--- src/rtl/imem_loader_pkg.sv ---
// Shared types and constants for the instruction-memory loader.
// Checksum support is enabled with the IMEM_LOADER_CHECKSUM_EN macro.
package imem_loader_pkg;

   localparam int BYTES_PER_WORD = 4;
   localparam int WORD_W         = 32;
   localparam int LANE_W         = $clog2(BYTES_PER_WORD);

   typedef enum logic [2:0] {
      LEN,
      DATA,
      CHK,
      FIN,
      DONE,
      ERR
   } state_t;

endpackage

--- src/rtl/imem_loader_if.sv ---
// Byte-stream input and instruction-memory write port of the loader.
// The master modport is the loader side; slave is the source/RAM side.
interface imem_loader_if
   import imem_loader_pkg::*;
#(
   parameter int ADDR_W = 8
);

   logic [7:0]        s_data;
   logic              s_valid;
   logic              s_ready;
   logic              imem_we;
   logic [ADDR_W-1:0] imem_addr;
   logic [WORD_W-1:0] imem_wdata;

   modport master (
      input  s_data, s_valid,
      output s_ready, imem_we, imem_addr, imem_wdata
   );

   modport slave (
      output s_data, s_valid,
      input  s_ready, imem_we, imem_addr, imem_wdata
   );

endinterface

--- src/rtl/imem_loader_byte_packer.sv ---
// Assembles little-endian bytes into 32-bit words; word_valid pulses the
// cycle after the fourth lane is accepted, with the word held on 'word'.
module imem_loader_byte_packer
   import imem_loader_pkg::*;
(
   input  logic              clk,
   input  logic              reset,
   input  logic              clear,
   input  logic              byte_valid,
   input  logic [7:0]        byte_data,
   output logic              last_lane,
   output logic              word_valid,
   output logic [WORD_W-1:0] word
);

   logic [LANE_W-1:0] lane;
   logic [WORD_W-9:0] partial;

   assign last_lane = byte_valid && (lane == LANE_W'(BYTES_PER_WORD - 1));

   always_ff @(posedge clk) begin
      if (reset || clear) begin
         lane       <= '0;
         partial    <= '0;
         word_valid <= 1'b0;
      end else begin
         word_valid <= last_lane;
         if (byte_valid) begin
            lane <= lane + 1'b1;
            case (lane)
               2'd0:    partial[7:0]   <= byte_data;
               2'd1:    partial[15:8]  <= byte_data;
               2'd2:    partial[23:16] <= byte_data;
               default: ;
            endcase
         end
      end
   end

   // The top byte never lands in 'partial'; it goes straight into the output word.
   always_ff @(posedge clk) begin
      if (reset) begin
         word <= '0;
      end else if (last_lane) begin
         word <= {byte_data, partial};
      end
   end

endmodule

--- src/rtl/imem_loader.sv ---
// Loads a length-prefixed byte stream into instruction memory and holds the
// CPU in reset until done. IMEM_LOADER_CHECKSUM_EN adds a trailing XOR check byte.
module imem_loader
   import imem_loader_pkg::*;
#(
   parameter int ADDR_W = 8
)(
   input  logic          clk,
   input  logic          reset,
   imem_loader_if.master bus,
   input  logic          load_req,
   output logic          cpu_hold,
   output logic          done,
   output logic          err
);

   state_t            state;
   state_t            next_state;
   logic              accept;
   logic              restart;
   logic              data_byte;
   logic              last_lane;
   logic              word_valid;
   logic [WORD_W-1:0] word;
   logic [7:0]        words_left;
   logic [ADDR_W-1:0] word_idx;
   logic [ADDR_W-1:0] addr_q;

   assign accept    = bus.s_valid && bus.s_ready;
   assign restart   = load_req && ((state == DONE) || (state == ERR));
   assign data_byte = accept && (state == DATA);

   imem_loader_byte_packer u_packer (
      .clk        (clk),
      .reset      (reset),
      .clear      (restart),
      .byte_valid (data_byte),
      .byte_data  (bus.s_data),
      .last_lane  (last_lane),
      .word_valid (word_valid),
      .word       (word)
   );

`ifdef IMEM_LOADER_CHECKSUM_EN
   localparam state_t AFTER_DATA = CHK;
   logic [7:0] chk;
   logic       chk_ok;

   // LEN starts from a zero register, so XOR-ing it in is the same as loading it.
   always_ff @(posedge clk) begin
      if (reset || restart) begin
         chk <= '0;
      end else if (accept && ((state == LEN) || (state == DATA))) begin
         chk <= chk ^ bus.s_data;
      end
   end

   assign chk_ok = (chk == bus.s_data);
`else
   localparam state_t AFTER_DATA = FIN;
`endif

   always_ff @(posedge clk) begin
      if (reset) begin
         state <= LEN;
      end else begin
         state <= next_state;
      end
   end

   always_comb begin
      next_state = state;
      case (state)
         LEN:  if (accept) next_state = (bus.s_data == 8'd0) ? AFTER_DATA : DATA;
         DATA: if (last_lane && (words_left == 8'd1)) next_state = AFTER_DATA;
`ifdef IMEM_LOADER_CHECKSUM_EN
         CHK:  if (accept) next_state = chk_ok ? FIN : ERR;
`else
         CHK:  next_state = LEN;
`endif
         FIN:  next_state = DONE;
         DONE: if (load_req) next_state = LEN;
         ERR:  if (load_req) next_state = LEN;
         default: next_state = LEN;
      endcase
   end

   // Word index wraps naturally at the memory depth.
   always_ff @(posedge clk) begin
      if (reset || restart) begin
         words_left <= '0;
         word_idx   <= '0;
      end else begin
         if (accept && (state == LEN)) begin
            words_left <= bus.s_data;
         end
         if (last_lane) begin
            words_left <= words_left - 8'd1;
            word_idx   <= word_idx + 1'b1;
         end
      end
   end

   always_ff @(posedge clk) begin
      if (reset) begin
         addr_q <= '0;
      end else if (last_lane) begin
         addr_q <= word_idx;
      end
   end

   assign bus.imem_we    = word_valid;
   assign bus.imem_addr  = addr_q;
   assign bus.imem_wdata = word;

   // s_ready is masked by reset so the stream sees no acceptance while reset is held.
   always_comb begin
      bus.s_ready = 1'b0;
      cpu_hold    = 1'b1;
      done        = 1'b0;
      err         = 1'b0;
      case (state)
         LEN, DATA, CHK: bus.s_ready = !reset;
         DONE: begin
            cpu_hold = 1'b0;
            done     = 1'b1;
         end
`ifdef IMEM_LOADER_CHECKSUM_EN
         ERR:  err = 1'b1;
`endif
         default: ;
      endcase
   end

endmodule

--- src/flat_wrapper.sv ---
// flat-port wrapper written by rule: the top's interface ports become plain ports
module imem_loader_flat import imem_loader_pkg::*;
#(
   parameter int ADDR_W = 8
)
  (clk, reset, load_req, cpu_hold, done, err, bus_s_data, bus_s_valid, bus_s_ready, bus_imem_we, bus_imem_addr, bus_imem_wdata);
  imem_loader_if #(.ADDR_W(ADDR_W)) bus_i ();
  input  logic clk;
  input  logic reset;
  input  logic load_req;
  output logic cpu_hold;
  output logic done;
  output logic err;
  input wire logic [$bits(bus_i.s_data)-1:0] bus_s_data;
  input wire logic [$bits(bus_i.s_valid)-1:0] bus_s_valid;
  output wire logic [$bits(bus_i.s_ready)-1:0] bus_s_ready;
  output wire logic [$bits(bus_i.imem_we)-1:0] bus_imem_we;
  output wire logic [$bits(bus_i.imem_addr)-1:0] bus_imem_addr;
  output wire logic [$bits(bus_i.imem_wdata)-1:0] bus_imem_wdata;
  assign bus_i.s_data = bus_s_data;
  assign bus_i.s_valid = bus_s_valid;
  assign bus_s_ready = bus_i.s_ready;
  assign bus_imem_we = bus_i.imem_we;
  assign bus_imem_addr = bus_i.imem_addr;
  assign bus_imem_wdata = bus_i.imem_wdata;
  imem_loader #(.ADDR_W(ADDR_W)) u_core (.clk(clk), .reset(reset), .bus(bus_i), .load_req(load_req), .cpu_hold(cpu_hold), .done(done), .err(err));
endmodule
--- config.mk ---
export PLATFORM = sky130hd
export DESIGN_NAME = imem_loader_flat
export DESIGN_NICKNAME = d
export VERILOG_FILES = /design/src/rtl/imem_loader_pkg.sv /design/src/rtl/imem_loader_if.sv /design/src/rtl/imem_loader_byte_packer.sv /design/src/rtl/imem_loader.sv /design/src/flat_wrapper.sv
export SDC_FILE = /design/constraint.sdc
export NUM_CORES = 1
export LEC_CHECK = 0
export ABC_AREA = 0
export BUFFER_PORTS_ARGS = -buffer_cell sky130_fd_sc_hd__buf_4
export CORE_ASPECT_RATIO = 1.75
export CORE_UTILIZATION = 45
export DETAILED_ROUTE_END_ITERATION = 10
export PLACE_DENSITY = 0.66
export RECOVER_POWER = 25
export SETUP_SLACK_MARGIN = 0.05
export SYNTH_ARGS = -nofsm -noshare
export SYNTH_HDL_FRONTEND = slang
export SYNTH_SLANG_ARGS = --single-unit
--- constraint.sdc ---
create_clock -name clk -period 4.1 [get_ports clk]
set_input_delay 0.41 -clock clk [delete_from_list [all_inputs] [get_ports clk]]
set_output_delay 0.41 -clock clk [all_outputs]
set_load 0.05 [all_outputs]
==> implementation parameters <==
Parameter                              Value

Clocking
  Clock latency of the later-clocked register in the worst-skew pair    0.34 ns
  Clock tree from TritonCTS    built
  CTS Buffer Depth    2
  Number of H-tree levels    3
  TritonCTS buffer count    9
  Post-CTS setup buffer count    0
  Number of cells upsized or downsized after cts    0
  CTS root buf    sky130_fd_sc_hd__clkbuf_16
  Clock-pin transition on the worst setup and hold timing paths    0.06 ns
  # hold bufs at CTS    0
  # clock sinks    86

Worst setup path
  CP required    4.33 ns
  Critical-path maximum fanout    26
  Critical register-to-register path endpoint    u_core.word_idx[0]
  Crit path DAT    2.57 ns
  Standard cell with the maximum stage delay on the critical path    sky130_fd_sc_hd__nor2b_1
  Crit Reg-Reg Startpoint    u_core.state[0]
  Worst reg2reg path depth    6
  Critical Path Start Type    flip-flop
  Critical path type    flip-flop to flip-flop
  Register-to-register setup slack    1.75 ns
  Critical path cell sequence    nor2b_1 > nand3_4 > inv_2 > buf_4 > xnor2_1 > nor2_1
  Type of element capturing the critical path    flip-flop
  Delay of the slowest cell on the worst path    0.75 ns

Pwr
  Switching component of the power    383 µW
  P_int    1.42 mW
  Net switching fraction of the power    21.2%
  Maximum VDD drop    0.000327 V
  Leakage power figure    1.61 nW
  Clock group share of total power    48.3%
  Flop pwr share    47.1%
  Final Power    1.80 mW
  Power per standard cell area    444 nW/µm²
  Comb power frac    4.5%

Routing
  Router iterations before antenna repair    4
  Drt via density    5.37
  Highest signal layer in the routed design    met4
  Post-route DRC violation count    0
  Met3 Routed Length    282 µm
  Routed wire length per instance    14.9 µm
  Detailed-route wire length    7770 µm
  Post-route antenna net violation count    0
  Routed length on met2    4010 µm
  Wl on met1    3260 µm
  Violation count after the first detailed-route iteration    145
  Total via count in the routed design    2806

Flow run
  Max_cap viols    0

Die
  Total I/O pin count    57
  Die extent in y    118 µm
  Die X    68.1 µm
  Std cell rows    41
  Die area    8020 µm²
  Starting density of the core    47.3%
  Core region area    7280 µm²

Layout
  Area overhead of the layout relative to synthesis    17.9%
  Number of nets in the finished design    451
  Final core utilization    55.8%
  Summed area of non-filler cells in the final layout    4060 µm²
  Storage cell area    1720 µm²
  Area used by multi-input combinational logic    1560 µm²
  Number of fill cells in the layout    739
  Number of inserted diodes    0
  Layout cell share with drive strength beyond 1    12.1%

Hold path
  Kind of path behind the tightest hold check    input pin to flip-flop
  Hold_sp    bus_s_data[7]
  Cell depth of the worst hold path    2
  Min-Delay Endpoint    u_core.state[1]

Timing
  Setup TNS    0 ns
  Final number of hold-violating endpoints    0
  RSZ-0062 raised after global routing    no
  Min Clock Period, post-route    2.35 ns
  Part of the cycle the worst path needs    57.2%
  Post-Route Skew    0.00414 ns
  Headroom to the max-slew limit    39.8%
  Slew at the pin closest to its max-slew limit    0.902 ns
  Maximum clock rate    426 MHz
  Total of endpoints with negative setup slack in the final report    0
  Final Slew Violations    0

Global routing
  Number of antenna violations at the first check in global routing    0
  Global-route wire length before repair    12800 µm
  Global-route usage over all layers    21.7%
  Vias in the first global route    2636
  Pin count of the biggest net entering global routing    48
  Sum of overflow across all layers after global routing    0

Yosys
  Total nets after synthesis    405
  Top-count cell post-synth    sky130_fd_sc_hd__nand2_1
  Most area-consuming cells after synthesis    sky130_fd_sc_hd__dfxtp_1 50%, sky130_fd_sc_hd__nand2_1 9.9%, sky130_fd_sc_hd__a21oi_1 7.0%, sky130_fd_sc_hd__mux2i_1 7.0%, sky130_fd_sc_hd__nor2_1 3.9%
  Count of warnings emitted by yosys    0
  Post-synthesis register bit count    86
  Area share of the leading cell type in the synthesized netlist    50.0%
  Mean instance size in the synthesized netlist    8.92 µm²
  Post-synthesis cell count    386
  Number of different library cells in the post-synthesis netlist    48
  Most used standard cells in the synthesized netlist    91 x sky130_fd_sc_hd__nand2_1, 86 x sky130_fd_sc_hd__dfxtp_1, 48 x sky130_fd_sc_hd__a21oi_1
  Library cell with the largest summed area after synthesis    sky130_fd_sc_hd__dfxtp_1
  Most used flip-flop cell after synthesis    sky130_fd_sc_hd__dfxtp_1
  Sequential-to-total area share from yosys stat    50.0%
  Count of flip-flops with a built-in enable after synthesis    0
  Proportion of register bits with asynchronous set or reset after synthesis    0%
  Post-synth design cell area    3440 µm²

Placement
  DP Wirelength    5220 µm
  Cell Area, Placed    3850 µm²
  Placer Congestion    0.759
  IO buf count    55

Status
  Status    complete, no violations
==> through the flow <==
step,cells,hold slack (ns),setup slack [ns]
global route,523,0.358,1.52
global placement,507,0.442,1.73
CTS,523,0.340,1.74
floorplan,386,0.432,2.00
finish,523,0.363,1.75
detailed placement,507,0.447,1.68
==> critical path: cells and delay by family, from the launching register on <==
family,cells,cell delay [ns]
xor gates and xnor gates,1,0.15
buffers and inverters,2,0.72
DFF,1,0.43
and+or+nand+nor,3,0.93
==> metal layers <==
| layer | vias up | global-route usage (%) |
|---|---|---|
| li1 | 1406 | - |
| met1 | 1320 | 24.7 |
| met2 | 62 | 36.3 |
| met3 | 18 | 5.52 |
| met4 | 0 | 9.64 |
| met5 | - | 0 |
==> power by group through the flow <==
stage / registers [mW] / logic (mW) / clock network (mW)
floorplan: 0.867 / 0.0557 / 0
global placement: 0.869 / 0.0800 / 0
detailed placement: 0.869 / 0.0817 / 0
CTS: 0.851 / 0.0818 / 0.891
global route: 0.852 / 0.0886 / 0.927
finish: 0.851 / 0.0813 / 0.873
==> layout by cell type (no fill, tap or decap), drive strengths merged, types with 2 or more instances in the layout <==
cell    synthesis  layout
ha              7       7
mux2i          24      24
nand3           7       7
nor2b           3       3
nand2b          2       2
or3             3       3
a21oi          48      48
xnor2           4       4
a32oi           2       2
nand2          91      91
nor4b           2       2
nor3            4       4
dfxtp          86      86
nand4           7       7
clkbuf          9      41
buf            14      28
inv             7       8
nor4            3       3
o211ai          5       5
or4             2       2
o21ai           2       2
nor2           36      36
bufinv          0       2
==> sequential cells by signal, summed over array words and instances (netlist names) <==
name	cells
u_core.bus.imem_addr	8
u_core.state	3
u_core.u_packer.lane	2
u_core.u_packer.partial	24
u_core.u_packer.word	32
u_core.u_packer.word_valid	1
u_core.word_idx	8
u_core.words_left	8
==> cell type report <==
type | count | share of cell area (%)
inverter | 7 | 0.647
clock buffer | 11 | 5.98
clock inverter | 5 | 2.00
timing repair buffer | 58 | 7.95
sequential | 86 | 42.4
tap | 86 | 2.65
multi-input combinational | 270 | 38.4
==> cells by family (layout without fill, tap and decap cells) <==
group                    after synthesis  in the layout  synth area share [%]
other                                  1              1                 0.109
XOR/XNOR                               5              5                  1.27
AO/OA/AOI/OAI                         70             70                  12.0
multiplexers                          24             24                  6.97
buffers and inverters                 30             81                  4.76
adder cells (fa/ha/maj)                7              7                  2.54
flip-flops                            86             86                  50.0
AND/OR/NAND/NOR                      163            163                  22.3
==> worst max path at each step <==
| stage | from | to | slack [ns] | cells after the start |
|---|---|---|---|---|
| after floorplan | reset | bus_s_ready | 2.00 | 2 |
| after global placement | reset | u_core.word_idx[0] | 1.73 | 7 |
| after detailed placement | reset | u_core.word_idx[0] | 1.68 | 7 |
| after global routing | u_core.state[0] | u_core.u_packer.word[0] | 1.52 | 6 |
| final | u_core.state[0] | u_core.word_idx[0] | 1.75 | 6 |
| after CTS | u_core.state[0] | u_core.word_idx[0] | 1.74 | 6 |
Power figures use the tool's default switching activity.
